<file path="src/rtl/cache_pkg.sv">
// Shared types and defaults for the cache set controller.
package cache_pkg;

   localparam int unsigned NUM_WAYS_DEF = 4;
   localparam int unsigned TAG_BITS_DEF = 51;

   typedef logic [$clog2(NUM_WAYS_DEF)-1:0] way_idx_t;

   typedef enum logic [2:0] {
      IDLE   = 3'd0,
      LOOKUP = 3'd1,
      WB     = 3'd2,
      FILL   = 3'd3,
      RESP   = 3'd4
   } ctrl_state_e;

endpackage

</file>
<file path="src/rtl/cache_victim_sel.sv">
// Victim picker: lowest invalid way, otherwise the round-robin pointer.
module cache_victim_sel #(
   parameter int unsigned NUM_WAYS = 4,
   localparam int unsigned WAY_W   = $clog2(NUM_WAYS)
) (
   input  logic [NUM_WAYS-1:0] i_way_val,
   input  logic [WAY_W-1:0]    i_ptr,
   output logic [WAY_W-1:0]    o_victim_c
);

   logic w_found;

   always_comb begin
      o_victim_c = i_ptr;
      w_found    = 1'b0;
      for (int unsigned i = 0; i < NUM_WAYS; i++) begin
         if (!i_way_val[i] && !w_found) begin
            o_victim_c = WAY_W'(i);
            w_found    = 1'b1;
         end
      end
   end

endmodule

</file>
<file path="src/rtl/cache_set_ctrl.sv">
// Sequencing controller for one cache set: lookup, victim select, writeback, fill, respond.
// Optional CACHE_SET_CTRL_PERF_EN adds saturating hit/miss/writeback counters.
module cache_set_ctrl
   import cache_pkg::*;
#(
   parameter int unsigned NUM_WAYS = NUM_WAYS_DEF,
   parameter int unsigned TAG_BITS = TAG_BITS_DEF,
   localparam int unsigned WAY_W   = $clog2(NUM_WAYS)
) (
   input  logic                         clk_i,
   input  logic                         srst_i,
   input  logic                         req_valid_i,
   output logic                         req_ready_o,
   input  logic                         req_write_i,
   input  logic [TAG_BITS-1:0]          req_tag_i,
   input  logic [NUM_WAYS*TAG_BITS-1:0] way_tag_i,
   input  logic [NUM_WAYS-1:0]          way_val_i,
   input  logic [NUM_WAYS-1:0]          way_dirty_i,
   output logic [NUM_WAYS-1:0]          tag_en_o,
   output logic [NUM_WAYS-1:0]          val_en_o,
   output logic                         val_o,
   output logic [NUM_WAYS-1:0]          dirty_en_o,
   output logic                         dirty_o,
   output logic [NUM_WAYS-1:0]          evp_en_o,
   output logic                         evp_o,
   output logic [NUM_WAYS-1:0]          data_en_o,
   output logic                         wb_valid_o,
   input  logic                         wb_ready_i,
   output logic [WAY_W-1:0]             wb_way_o,
   output logic [TAG_BITS-1:0]          wb_tag_o,
   output logic                         fill_valid_o,
   input  logic                         fill_ready_i,
   input  logic                         fill_done_i,
   output logic                         rsp_valid_o,
   input  logic                         rsp_ready_i,
   output logic                         rsp_hit_o,
   output logic [WAY_W-1:0]             rsp_way_o
`ifdef CACHE_SET_CTRL_PERF_EN
   ,
   output logic [31:0]                  hit_cnt_o,
   output logic [31:0]                  miss_cnt_o,
   output logic [31:0]                  wb_cnt_o
`endif
);

   ctrl_state_e         r_state, w_state_nxt;
   logic                r_write;
   logic [TAG_BITS-1:0] r_tag;
   logic [WAY_W-1:0]    r_way;
   logic                r_hit;
   logic [TAG_BITS-1:0] r_wb_tag;
   logic [WAY_W-1:0]    r_ptr;
   logic                r_fill_acked, w_fill_acked_nxt;
   logic                r_req_ready, r_wb_valid, r_fill_valid, r_rsp_valid;

   logic [TAG_BITS-1:0] w_way_tag [NUM_WAYS];
   logic [NUM_WAYS-1:0] w_hit_vec;
   logic                w_hit;
   logic [WAY_W-1:0]    w_hit_idx;
   logic [WAY_W-1:0]    w_vict;
   logic                w_vict_dirty;
   logic [NUM_WAYS-1:0] w_hit_oh, w_vict_oh, w_way_oh;
   logic                w_fill_fire;

   // Tag compare against every way; lowest matching index wins.
   always_comb begin
      w_hit_idx = '0;
      w_hit     = 1'b0;
      for (int unsigned i = 0; i < NUM_WAYS; i++) begin
         w_way_tag[i] = way_tag_i[i*TAG_BITS +: TAG_BITS];
         w_hit_vec[i] = way_val_i[i] && (w_way_tag[i] == r_tag);
         if (w_hit_vec[i] && !w_hit) begin
            w_hit_idx = WAY_W'(i);
            w_hit     = 1'b1;
         end
      end
   end

   cache_victim_sel #(.NUM_WAYS(NUM_WAYS)) u_victim_sel (
      .i_way_val  (way_val_i),
      .i_ptr      (r_ptr),
      .o_victim_c (w_vict)
   );

   assign w_vict_dirty = way_val_i[w_vict] & way_dirty_i[w_vict];
   assign w_hit_oh     = NUM_WAYS'(1) << w_hit_idx;
   assign w_vict_oh    = NUM_WAYS'(1) << w_vict;
   assign w_way_oh     = NUM_WAYS'(1) << r_way;
   assign w_fill_fire  = (r_state == FILL) && r_fill_acked && fill_done_i;

   // Next state and line-register write strobes (strobes coincide with the triggering cycle).
   always_comb begin
      w_state_nxt      = r_state;
      w_fill_acked_nxt = r_fill_acked;
      tag_en_o         = '0;
      val_en_o         = '0;
      val_o            = 1'b0;
      dirty_en_o       = '0;
      dirty_o          = 1'b0;
      evp_en_o         = '0;
      evp_o            = 1'b0;
      data_en_o        = '0;
      unique case (r_state)
         IDLE: begin
            if (req_valid_i) w_state_nxt = LOOKUP;
         end
         LOOKUP: begin
            if (w_hit) begin
               w_state_nxt = RESP;
               if (r_write) begin
                  dirty_en_o = w_hit_oh;
                  dirty_o    = 1'b1;
               end
            end else begin
               evp_en_o         = w_vict_oh;
               evp_o            = 1'b1;
               val_en_o         = w_vict_oh;
               val_o            = 1'b0;
               w_fill_acked_nxt = 1'b0;
               w_state_nxt      = w_vict_dirty ? WB : FILL;
            end
         end
         WB: begin
            if (wb_ready_i) begin
               w_state_nxt      = FILL;
               w_fill_acked_nxt = 1'b0;
            end
         end
         FILL: begin
            if (!r_fill_acked) begin
               if (fill_ready_i) w_fill_acked_nxt = 1'b1;
            end else if (fill_done_i) begin
               data_en_o   = w_way_oh;
               tag_en_o    = w_way_oh;
               val_en_o    = w_way_oh;
               val_o       = 1'b1;
               dirty_en_o  = w_way_oh;
               dirty_o     = r_write;
               evp_en_o    = w_way_oh;
               evp_o       = 1'b0;
               w_state_nxt = RESP;
            end
         end
         RESP: begin
            if (rsp_ready_i) w_state_nxt = IDLE;
         end
         default: w_state_nxt = IDLE;
      endcase
   end

   always_ff @(posedge clk_i) begin
      if (srst_i) begin
         r_state      <= IDLE;
         r_write      <= 1'b0;
         r_tag        <= '0;
         r_way        <= '0;
         r_hit        <= 1'b0;
         r_wb_tag     <= '0;
         r_ptr        <= '0;
         r_fill_acked <= 1'b0;
         r_req_ready  <= 1'b1;
         r_wb_valid   <= 1'b0;
         r_fill_valid <= 1'b0;
         r_rsp_valid  <= 1'b0;
      end else begin
         r_state      <= w_state_nxt;
         r_fill_acked <= w_fill_acked_nxt;
         r_req_ready  <= (w_state_nxt == IDLE);
         r_wb_valid   <= (w_state_nxt == WB);
         r_fill_valid <= (w_state_nxt == FILL) && !w_fill_acked_nxt;
         r_rsp_valid  <= (w_state_nxt == RESP);
         if ((r_state == IDLE) && req_valid_i) begin
            r_write <= req_write_i;
            r_tag   <= req_tag_i;
         end
         if (r_state == LOOKUP) begin
            r_hit    <= w_hit;
            r_way    <= w_hit ? w_hit_idx : w_vict;
            r_wb_tag <= w_way_tag[w_vict];
         end
         if (w_fill_fire) r_ptr <= WAY_W'(r_ptr + 1'b1);
      end
   end

   assign req_ready_o  = r_req_ready;
   assign wb_valid_o   = r_wb_valid;
   assign wb_way_o     = r_way;
   assign wb_tag_o     = r_wb_tag;
   assign fill_valid_o = r_fill_valid;
   assign rsp_valid_o  = r_rsp_valid;
   assign rsp_hit_o    = r_hit;
   assign rsp_way_o    = r_way;

`ifdef CACHE_SET_CTRL_PERF_EN
   // Saturating event counters.
   always_ff @(posedge clk_i) begin
      if (srst_i) begin
         hit_cnt_o  <= '0;
         miss_cnt_o <= '0;
         wb_cnt_o   <= '0;
      end else begin
         if ((r_state == LOOKUP) && w_hit && (hit_cnt_o != '1))
            hit_cnt_o <= hit_cnt_o + 32'd1;
         if ((r_state == LOOKUP) && !w_hit && (miss_cnt_o != '1))
            miss_cnt_o <= miss_cnt_o + 32'd1;
         if ((r_state == WB) && wb_ready_i && (wb_cnt_o != '1))
            wb_cnt_o <= wb_cnt_o + 32'd1;
      end
   end
`endif

   // Multiple matching valid ways indicate corrupted line state.
   a_single_hit : assert property (@(posedge clk_i) disable iff (srst_i)
      (r_state == LOOKUP) |-> $onehot0(w_hit_vec));

endmodule
</file>
<file path="config.mk">
export PLATFORM = sky130hd
export DESIGN_NAME = cache_set_ctrl
export DESIGN_NICKNAME = d
export VERILOG_FILES = /design/src/rtl/cache_pkg.sv /design/src/rtl/cache_victim_sel.sv /design/src/rtl/cache_set_ctrl.sv
export SDC_FILE = /design/constraint.sdc
export NUM_CORES = 1
export LEC_CHECK = 0
export CAP_MARGIN = 10
export CELL_PAD_IN_SITES_DETAIL_PLACEMENT = 0
export CELL_PAD_IN_SITES_GLOBAL_PLACEMENT = 2
export CORE_MARGIN = 1
export CORE_UTILIZATION = 22
export DETAILED_ROUTE_END_ITERATION = 12
export GPL_TIMING_DRIVEN = 0
export PLACE_DENSITY_LB_ADDON = 0.1
export SYNTH_ARGS = -nofsm -noshare
export SYNTH_HDL_FRONTEND = slang
export SYNTH_SLANG_ARGS = --single-unit
</file>
<file path="constraint.sdc">
create_clock -name clk_i -period 3.5 [get_ports clk_i]
set_input_delay 0.7 -clock clk_i [delete_from_list [all_inputs] [get_ports clk_i]]
set_output_delay 0.7 -clock clk_i [all_outputs]
set_load 0.01 [all_outputs]
</file>
## Word-level counts from Yosys, hierarchy flattened

Index checks and enable logic that the tools add are counted.

- $add $sub $neg: 1
- Order comparisons: 2
- Equality and inequality tests: 11
- Shifts and indexed selects: 3
- Mux-type cells: 53
- Bitwise operators: 2
- Reduce and logical (&&, ||, !) cells: 25

Operators by type and width:

| cell | count |
|---|---|
| == test 51 bit | 4 |
| binary-select mux 51 bit (select 2 bit) | 1 |
| two-way mux 51 bit | 2 |
| two-way mux 1 bit | 24 |
| two-way mux 4 bit | 6 |
| two-way mux 3 bit | 6 |
| case mux 4 bit (2 select lines) | 2 |
| case mux 3 bit (5 select lines) | 1 |
| logical AND 1 bit | 14 |
| two-way mux 2 bit | 7 |
| == test 3 x 2 -> 1 bit (second input constant) | 4 |
| << shifter 1 x 2 -> 4 bit (first input constant) | 3 |
| logical NOT 1 bit | 9 |
| == test 3 bit (second input constant) | 2 |
| logical NOT 3 bit | 2 |
| binary-select mux 1 bit (select 2 bit) | 2 |
| == test 3 x 1 -> 1 bit (second input constant) | 1 |
| >= comparator 3 bit (second input constant) | 1 |
| < comparator 2 x 3 -> 1 bit (second input constant) | 1 |
| NOT 2 -> 3 bit | 1 |
| case mux 1 bit (3 select lines) | 1 |
| adder 2 x 1 -> 2 bit (second input constant) | 1 |
| case mux 1 bit (2 select lines) | 1 |
| bitwise AND 1 bit | 1 |

- Register bits after elaboration: 116
- Bits of input ports: 271
- Output and inout bits: 83
- Logic and storage cells: 109

## Depth between registers and ports, before layout

Gate-level depths: netlist (run 1).

- Word-level depth: 17
- Mapped depth: 10
- Gate-level depth less buffers: 7

## By module

Synthesis (run 1) repeated with hierarchy kept, for this count alone.

- Cell total of the unflattened synthesis: 978
- Area, all modules: 8174.1 um^2

Modules (own cells, without submodules):

| module | times used | cells each | area each (um^2) | sequential area each (um^2) |
|---|---|---|---|---|
| cache_set_ctrl | 1 | 972 | 8141.6 | 2322.2 |
| cache_victim_sel | 1 | 6 | 32.5 | 0.0 |

## Worst setup path after synthesis (run 1)

No wires, ideal clock.

- Path type: input to output
- Start point: input port way_tag_i[184]
- End point: output port val_en_o[2]
- Arrival time: 2.597 ns
- Required time: 2.800 ns
- Slack: 0.203 ns
- Stages on the path: 8
- Buffers on the path: 1
- Cell sequence: and2b_1 > a2111o_1 > or4_4 > nor4_4 > a2111oi_2 > nand2_4 > o31ai_1 > buf_4

- Longest elaborated chain between the ends: 6

Ends and longest elaborated chain:

| item | RTL line | text |
|---|---|---|
| start: declaration | cache_set_ctrl.sv:16 | `input logic [NUM_WAYS*TAG_BITS-1:0] way_tag_i,` |
| == test 51 bit | cache_set_ctrl.sv:71 | `w_hit_vec[i] = way_val_i[i] && (w_way_tag[i] == r_tag);` |
| logical AND 1 bit | cache_set_ctrl.sv:71 |  |
| logical AND 1 bit | cache_set_ctrl.sv:72 | `if (w_hit_vec[i] && !w_hit) begin` |
| two-way mux 1 bit | cache_set_ctrl.sv:72 |  |
| two-way mux 4 bit | -- |  |
| case mux 4 bit (2 select lines) | -- |  |
| end: declaration | cache_set_ctrl.sv:20 | `output logic [NUM_WAYS-1:0] val_en_o,` |

Every way passes these cells.

## Worst setup path after layout (run 1)

- Start point: input port way_tag_i[57]
- End point: output port val_en_o[1]

- Longest elaborated chain between the ends: 12

Ends and longest elaborated chain:

| item | RTL line | text |
|---|---|---|
| == test 51 bit (*) | cache_set_ctrl.sv:71 |  |
| logical AND 1 bit (*) | cache_set_ctrl.sv:71 |  |
| logical AND 1 bit (*) | cache_set_ctrl.sv:72 |  |
| two-way mux 1 bit (*) | cache_set_ctrl.sv:72 |  |
| logical NOT 1 bit | cache_set_ctrl.sv:72 |  |
| logical AND 1 bit | cache_set_ctrl.sv:72 |  |
| two-way mux 1 bit (*) | cache_set_ctrl.sv:72 |  |
| logical NOT 1 bit | cache_set_ctrl.sv:72 |  |
| logical AND 1 bit | cache_set_ctrl.sv:72 |  |
| two-way mux 1 bit (*) | cache_set_ctrl.sv:72 |  |
| two-way mux 4 bit (*) | cache_set_ctrl.sv:108 | `if (w_hit) begin` |
| case mux 4 bit (2 select lines) (*) | cache_set_ctrl.sv:103 | `unique case (r_state)` |

Every way passes the cells marked *; elsewhere a longest branch is shown, timed or not.

==> results of run 1 <==
-- final cells by class --
type	instances	area (µm²)	share of cell area (%)
antenna	8	20.0	0.132
buffer	119	681	4.50
clock buffer	23	478	3.16
clock inverter	9	103	0.678
inverter	21	78.8	0.521
multi-input combinational	983	7360	48.7
sequential	116	2340	15.5
tap	511	639	4.22
timing repair buffer	382	3430	22.7
-- through the flow --
| step | setup TNS [ps] | hold slack (ps) | worst slack, ps | total power, W | cells |
|---|---|---|---|---|---|
| final | -573 | 456 | -120 | 0.00630 | 2172 |
| after global routing | -714 | 479 | -154 | 0.00657 | 2168 |
| after CTS | -113 | 458 | -56.4 | 0.00620 | 2161 |
| after detailed placement | -53000 | 450 | -1680 | 0.00413 | 2118 |
| after global placement | -78560 | 446 | -1690 | 0.00412 | 2117 |
| after floorplan | 0 | 437 | 203 | 0.00277 | 1253 |
-- per-layer routing --
layer	vias up	wire (µm)
li1	4820	-
met1	5042	23400
met2	429	25800
met3	68	3240
met4	6	1380
met5	-	45
-- power by group through the flow --
stage	logic, W	clock network (W)	registers (W)
floorplan	0.00111	0	0.00166
global route	0.00301	0.00188	0.00168
detailed placement	0.00250	0	0.00163
global placement	0.00249	0	0.00163
finish	0.00284	0.00180	0.00166
CTS	0.00272	0.00183	0.00165
-- cells in the mapped netlist, types with 2 or more instances --
cell / instances / area share, %
clkbuf_2: 2 / 0.12
nand2_1: 375 / 17
o211ai_1: 6 / 0.53
a31oi_1: 3 / 0.22
buf_2: 42 / 2.5
buf_1: 7 / 0.31
o32ai_1: 2 / 0.21
xor2_1: 172 / 18
inv_1: 20 / 0.89
o22ai_1: 2 / 0.15
nand3_1: 157 / 9.3
a22oi_1: 2 / 0.18
clkbuf_1: 71 / 3.2
buf_4: 11 / 0.98
nand2b_1: 7 / 0.52
xnor2_1: 19 / 2.0
nor2b_1: 7 / 0.52
a21boi_0: 2 / 0.18
a21o_1: 4 / 0.36
dfxtp_1: 116 / 28
nor3_1: 3 / 0.18
nor2_1: 10 / 0.45
o21ai_0: 4 / 0.24
o31a_1: 2 / 0.21
nand4_1: 16 / 1.2
a21oi_1: 113 / 6.7
o31ai_1: 7 / 0.62
nor4_1: 45 / 3.3
or3_1: 2 / 0.15
or2_2: 2 / 0.15
-- registers in the layout, indices dropped and copies added, names as in the netlist --
signal,cells
r_ptr,2
req_ready_o,1
r_tag,51
wb_valid_o,1
rsp_valid_o,1
rsp_hit_o,1
rsp_way_o,2
fill_valid_o,1
r_state,3
r_write,1
r_fill_acked,1
wb_tag_o,51
-- path summary, 6_finish.rpt --
check	end	slack (ps)	cells after the start
max reg2reg	wb_tag_o[1]	610	9
min	wb_tag_o[29]	460	2
max	val_en_o[1]	-120	12
min reg2reg	wb_tag_o[29]	460	2
-- worst register-to-register path, stage by stage (launching register included) --
cell	delay (ps)
dfxtp_1	370
o21ai_1	170
a21boi_0	210
clkbuf_4	280
clkbuf_1	640
buf_1	590
nand2_1	110
nand3_1	110
nand3_1	150
a21oi_1	190
-- timing repair --
item                       in CTS  in global routing
resized for setup             535                185
hold buffers                    0                  0
buffers inserted               24                  6
pin swaps                     117                 55
hold endpoints to repair        0                  0
setup endpoints to repair      46                 24
gates cloned                    0                  0
-- kinds of logic after synthesis --
| logic type | count (synthesis) | share of synthesized area [%] |
|---|---|---|
| xor gates and xnor gates | 191 | 19.8 |
| and+or+nand+nor | 631 | 33.4 |
| buffers and inverters | 154 | 8.00 |
| DFF | 116 | 27.5 |
| AOI/OAI and AO/OA | 160 | 11.1 |
| muxes | 1 | 0.119 |
==> flow_summary.toml, run 1 <==
[run_status]
outcome = "finished with violations"
violations = "setup timing"

[timing]
finalHoldViolCount = 0
setup_violations = 9
rsz0062_at_grt = "true"
timing.final.ws_setup_ps = -120
max_freq_ghz = 0.276
slew_viol_final = 0
final_min_period_over_clock_period_pct = 103
relSlewSlack_pct = 29.9
fin_skew_ps = 5.18
tightestPinTransition_ps = 1050
min_period_ps = 3620

[floorplanning]
initial_core_util_pct = 22.4
die-area_um2 = 39100
core_um2 = 37700
num_rows = 71
io_pins = 354
die_h_um = 198
die_w_um = 198

[routing]
drtIter0Drc = 744
vias = 10400
wirelength_um = 53800
ant_nets = 0
post_drt_wl_per_cell_um = 24.8
firstDrtPassIters = 8
routed_via_density = 4.77
drcViolationCount = 0

[global_route]
grt_max_degree = 17
globalRouteOverflowTotal = 0
grt_use_met2_pct = 46.3
grt_pass1_vias = 10500
use_met3_pct = 4.53
grt_util_met1_pct = 35.6
grt_pass1_wl_um = 74500
busiest_layer = "met2"
track_usage_pct = 27.5
antenna_found_initial = 9

[hold_path]
holdCritStartpoint = "wb_tag_o[29]"
min_path_type = "reg2reg"

[setup_path]
critical_path_class = "in2out"
cp_max_fo = 5
crit_required_ps = 2800
path_buf_inv = 5
crit_start = "way_tag_i[57]"
crit_chain = "dlygate4sd2_1, xor2_2, nor4_1, nand4_1, nor4_4, buf_4, a2111oi_4, nand2_4, buf_6, o31ai_4, buf_4, buf_6"
start_kind = "input pin"
cp-end-kind = "primary output"
arrival_ps = 2920
cp_top_family = "buffers and inverters"
slowest_delay_ps = 290
slowest_stage = "dlygate4sd2_1"
timing.rr.start = "r_ptr[0]"

[logic_synthesis]
synth_edf_count = 0
yosysUniqueCellTypes = 52
synth_nets = 1524
synth_flop_cell = "dfxtp_1"
async_flop_share_pct = 0
synth_area_um2 = 8430
ys_seq_area_share_pct = 27.5
ys_ff_latch = 116
ys_warn_count = 0
postSynthAreaPerCell_um2 = 6.73
syn_inst = 1253

[finish]
layout_commonest_cell = "nand2_1"
nFillCells = 4048
area_growth_pct = 79.5
final_core_util_pct = 40.2
final_cell_mix = "375 x nand2_1, 154 x nand3_1, 139 x dlygate4sd2_1"
fin_nets = 1911
drive_above_1_share_pct = 23.8
final_area_um2 = 15100

[clock_tree]
clk_pin_slew_worst_paths_ps = 60
cts_root_buffer = "clkbuf_16"
clock_latency_ps = 450
cts_max_level = 4
numCtsBuffers = 17
cts_tree = "built"
cts_sinks = 116
clock_path_buffers = 2

[power_and_ir_drop]
p_int_w = 0.00374
clkPwrFrac_pct = 28.6
p_seq_share_pct = 26.4
ir_worst_vdd_mv = 0.353
p_leak_nw = 6.17
pwr-share-comb_pct = 45.1
cellPowerDensity_nw_per_um2 = 416
p_switching_w = 0.00256
swShare_pct = 40.6

[placement]
port_buffers = 353
postPlaceCellArea_um2 = 12600
gp_congestion = 0.911
post-dp-hpwl_um = 43900

[run]
drv_cap = 0
Power figures use the tool's default switching activity.
==> inputs of run 2 (changes only) <==
--- a/config.mk
+++ b/config.mk
@@ -12,5 +12,4 @@
 export CORE_UTILIZATION = 22
 export DETAILED_ROUTE_END_ITERATION = 12
-export GPL_TIMING_DRIVEN = 0
 export PLACE_DENSITY_LB_ADDON = 0.1
 export SYNTH_ARGS = -nofsm -noshare
==> constraint.sdc (replaced) <==
create_clock -name clk_i -period 3.5 [get_ports clk_i]
set_input_delay 0.7 -clock clk_i [delete_from_list [all_inputs] [get_ports clk_i]]
set_output_delay 0.7 -clock clk_i [all_outputs]
set_load 0.1 [all_outputs]
==> flow_summary.toml, run 2 (synthesized netlist as in run 1, its figures left out) <==
[setup_path]
slowest_delay_ps = 450
critical_path_class = "in2out"
slowest_stage = "a2111oi_4"
timing.rr.start = "r_tag[31]"
crit_required_ps = 2800
crit_start = "way_tag_i[100]"
cp_max_fo = 3
start_kind = "input pin"
crit_chain = "dlygate4sd2_1, xor2_1, nor4_4, nand3_2, nor4_4, a2111oi_4, buf_4, nand2_4, buf_12, o31ai_4, buf_12"
cp-end-kind = "primary output"
arrival_ps = 3040

[finish]
layout_commonest_cell = "nand2_1"
area_growth_pct = 75.6
final_cell_mix = "370 x nand2_1, 166 x buf_4, 154 x nand3_1"
final_area_um2 = 14800
finalNonFillerCells = 2138
nFillCells = 4018
drive_above_1_share_pct = 30.3
fin_nets = 1882
final_core_util_pct = 39.3

[global_route]
antenna_found_initial = 5
grt_pass1_vias = 10100
grt_pass1_wl_um = 72600
grt_max_degree = 107
globalRouteOverflowTotal = 0
track_usage_pct = 26.4

[run]
drv_cap = 0

[clock_tree]
numCtsBuffers = 17
cts_sinks = 116
clk_pin_slew_worst_paths_ps = 50
clock_path_buffers = 2
cts_tree = "built"
clock_latency_ps = 450
hold_buffers = 0
cts_max_level = 4
cts_root_buffer = "clkbuf_16"

[routing]
drcViolationCount = 0
vias = 9961
ant_nets = 0
drtIter0Drc = 573
wirelength_um = 51400
post_drt_wl_per_cell_um = 24.1
routed_via_density = 4.66
firstDrtPassIters = 4

[floorplanning]
core_um2 = 37700
die-area_um2 = 39100
die_w_um = 198
io_pins = 354
num_rows = 71
die_h_um = 198
initial_core_util_pct = 22.4

[timing]
setup_violations = 11
timing.final.ws_setup_ps = -241
rsz0062_at_grt = "true"
final_min_period_over_clock_period_pct = 107
tightestPinTransition_ps = 968
max_freq_ghz = 0.267
tns_ps = -2080
relSlewSlack_pct = 35.3
finalHoldViolCount = 0
fin_skew_ps = 7.59
slew_viol_final = 0
min_period_ps = 3740

[power_and_ir_drop]
total_power_w = 0.00706
p_int_w = 0.00374
p_leak_nw = 6.35
p_switching_w = 0.00332
pwr-share-comb_pct = 49.1
clkPwrFrac_pct = 25.5
cellPowerDensity_nw_per_um2 = 477
swShare_pct = 47.0
p_seq_share_pct = 25.5
ir_worst_vdd_mv = 0.345

[placement]
port_buffers = 353
place_inst = 2095
post-dp-hpwl_um = 39600
postPlaceCellArea_um2 = 13200
gp_congestion = 0.957

[hold_path]
holdCritStartpoint = "wb_tag_o[17]"
min_path_type = "reg2reg"

[run_status]
violations = "setup timing"
outcome = "finished with violations"
-- run 2: layout make-up --
class                           instances  area (µm²)  area share [%]
Antenna cell                            5        12.5          0.0845
Clock buffer                           25         485            3.28
Clock inverter                          5        75.1           0.507
Inverter                               21        86.3           0.583
Multi-Input combinational cell        983        6800            46.0
Sequential cell                       116        2420            16.3
Tap cell                              511         639            4.32
Timing Repair Buffer                  472        4290            29.0
-- run 2: final timing paths --
path / to / slack (ps) / depth (start not counted)
max: val_en_o[1] / -240 / 11
min: wb_tag_o[17] / 460 / 2
max reg2reg: fill_valid_o / 770 / 11
min reg2reg: wb_tag_o[17] / 460 / 2
-- run 2: per-layer routing --
metal / routed length [µm] / GRT usage (%) / vias to the layer above
met5: 13 / 0 / -
met4: 750 / 6.29 / 2
met3: 2790 / 4.58 / 36
met2: 25300 / 44.5 / 334
met1: 22600 / 34.7 / 4816
li1: - / - / 4773
-- run 2: worst max-delay path: cells and delay by family --
| family | cells | cell delay [ps] |
|---|---|---|
| xor gates and xnor gates | 1 | 400 |
| AOI/OAI and AO/OA | 2 | 730 |
| and+or+nand+nor | 4 | 370 |
| buffers and inverters | 4 | 810 |
-- run 2: repair_timing --
action / 4_1_cts / 5_1_grt
setup endpoints to repair: 14 / 14
pin swaps: 62 / 24
setup buffers: 8 / 11
resized for setup: 442 / 117
-- run 2: metrics by stage --
stage	hold WS, ps	setup WS (ps)
CTS	459	-196
detailed placement	451	-627
global route	466	-298
finish	456	-241
floorplan	437	-156
global placement	445	-629
-- run 2: power groups by stage --
stage,Sequential [W],Combinational [W],Clock [W]
global placement,0.00176,0.00331,0
finish,0.00180,0.00346,0.00180
CTS,0.00179,0.00340,0.00184
detailed placement,0.00177,0.00331,0
floorplan,0.00241,0.00124,0
global route,0.00183,0.00363,0.00190
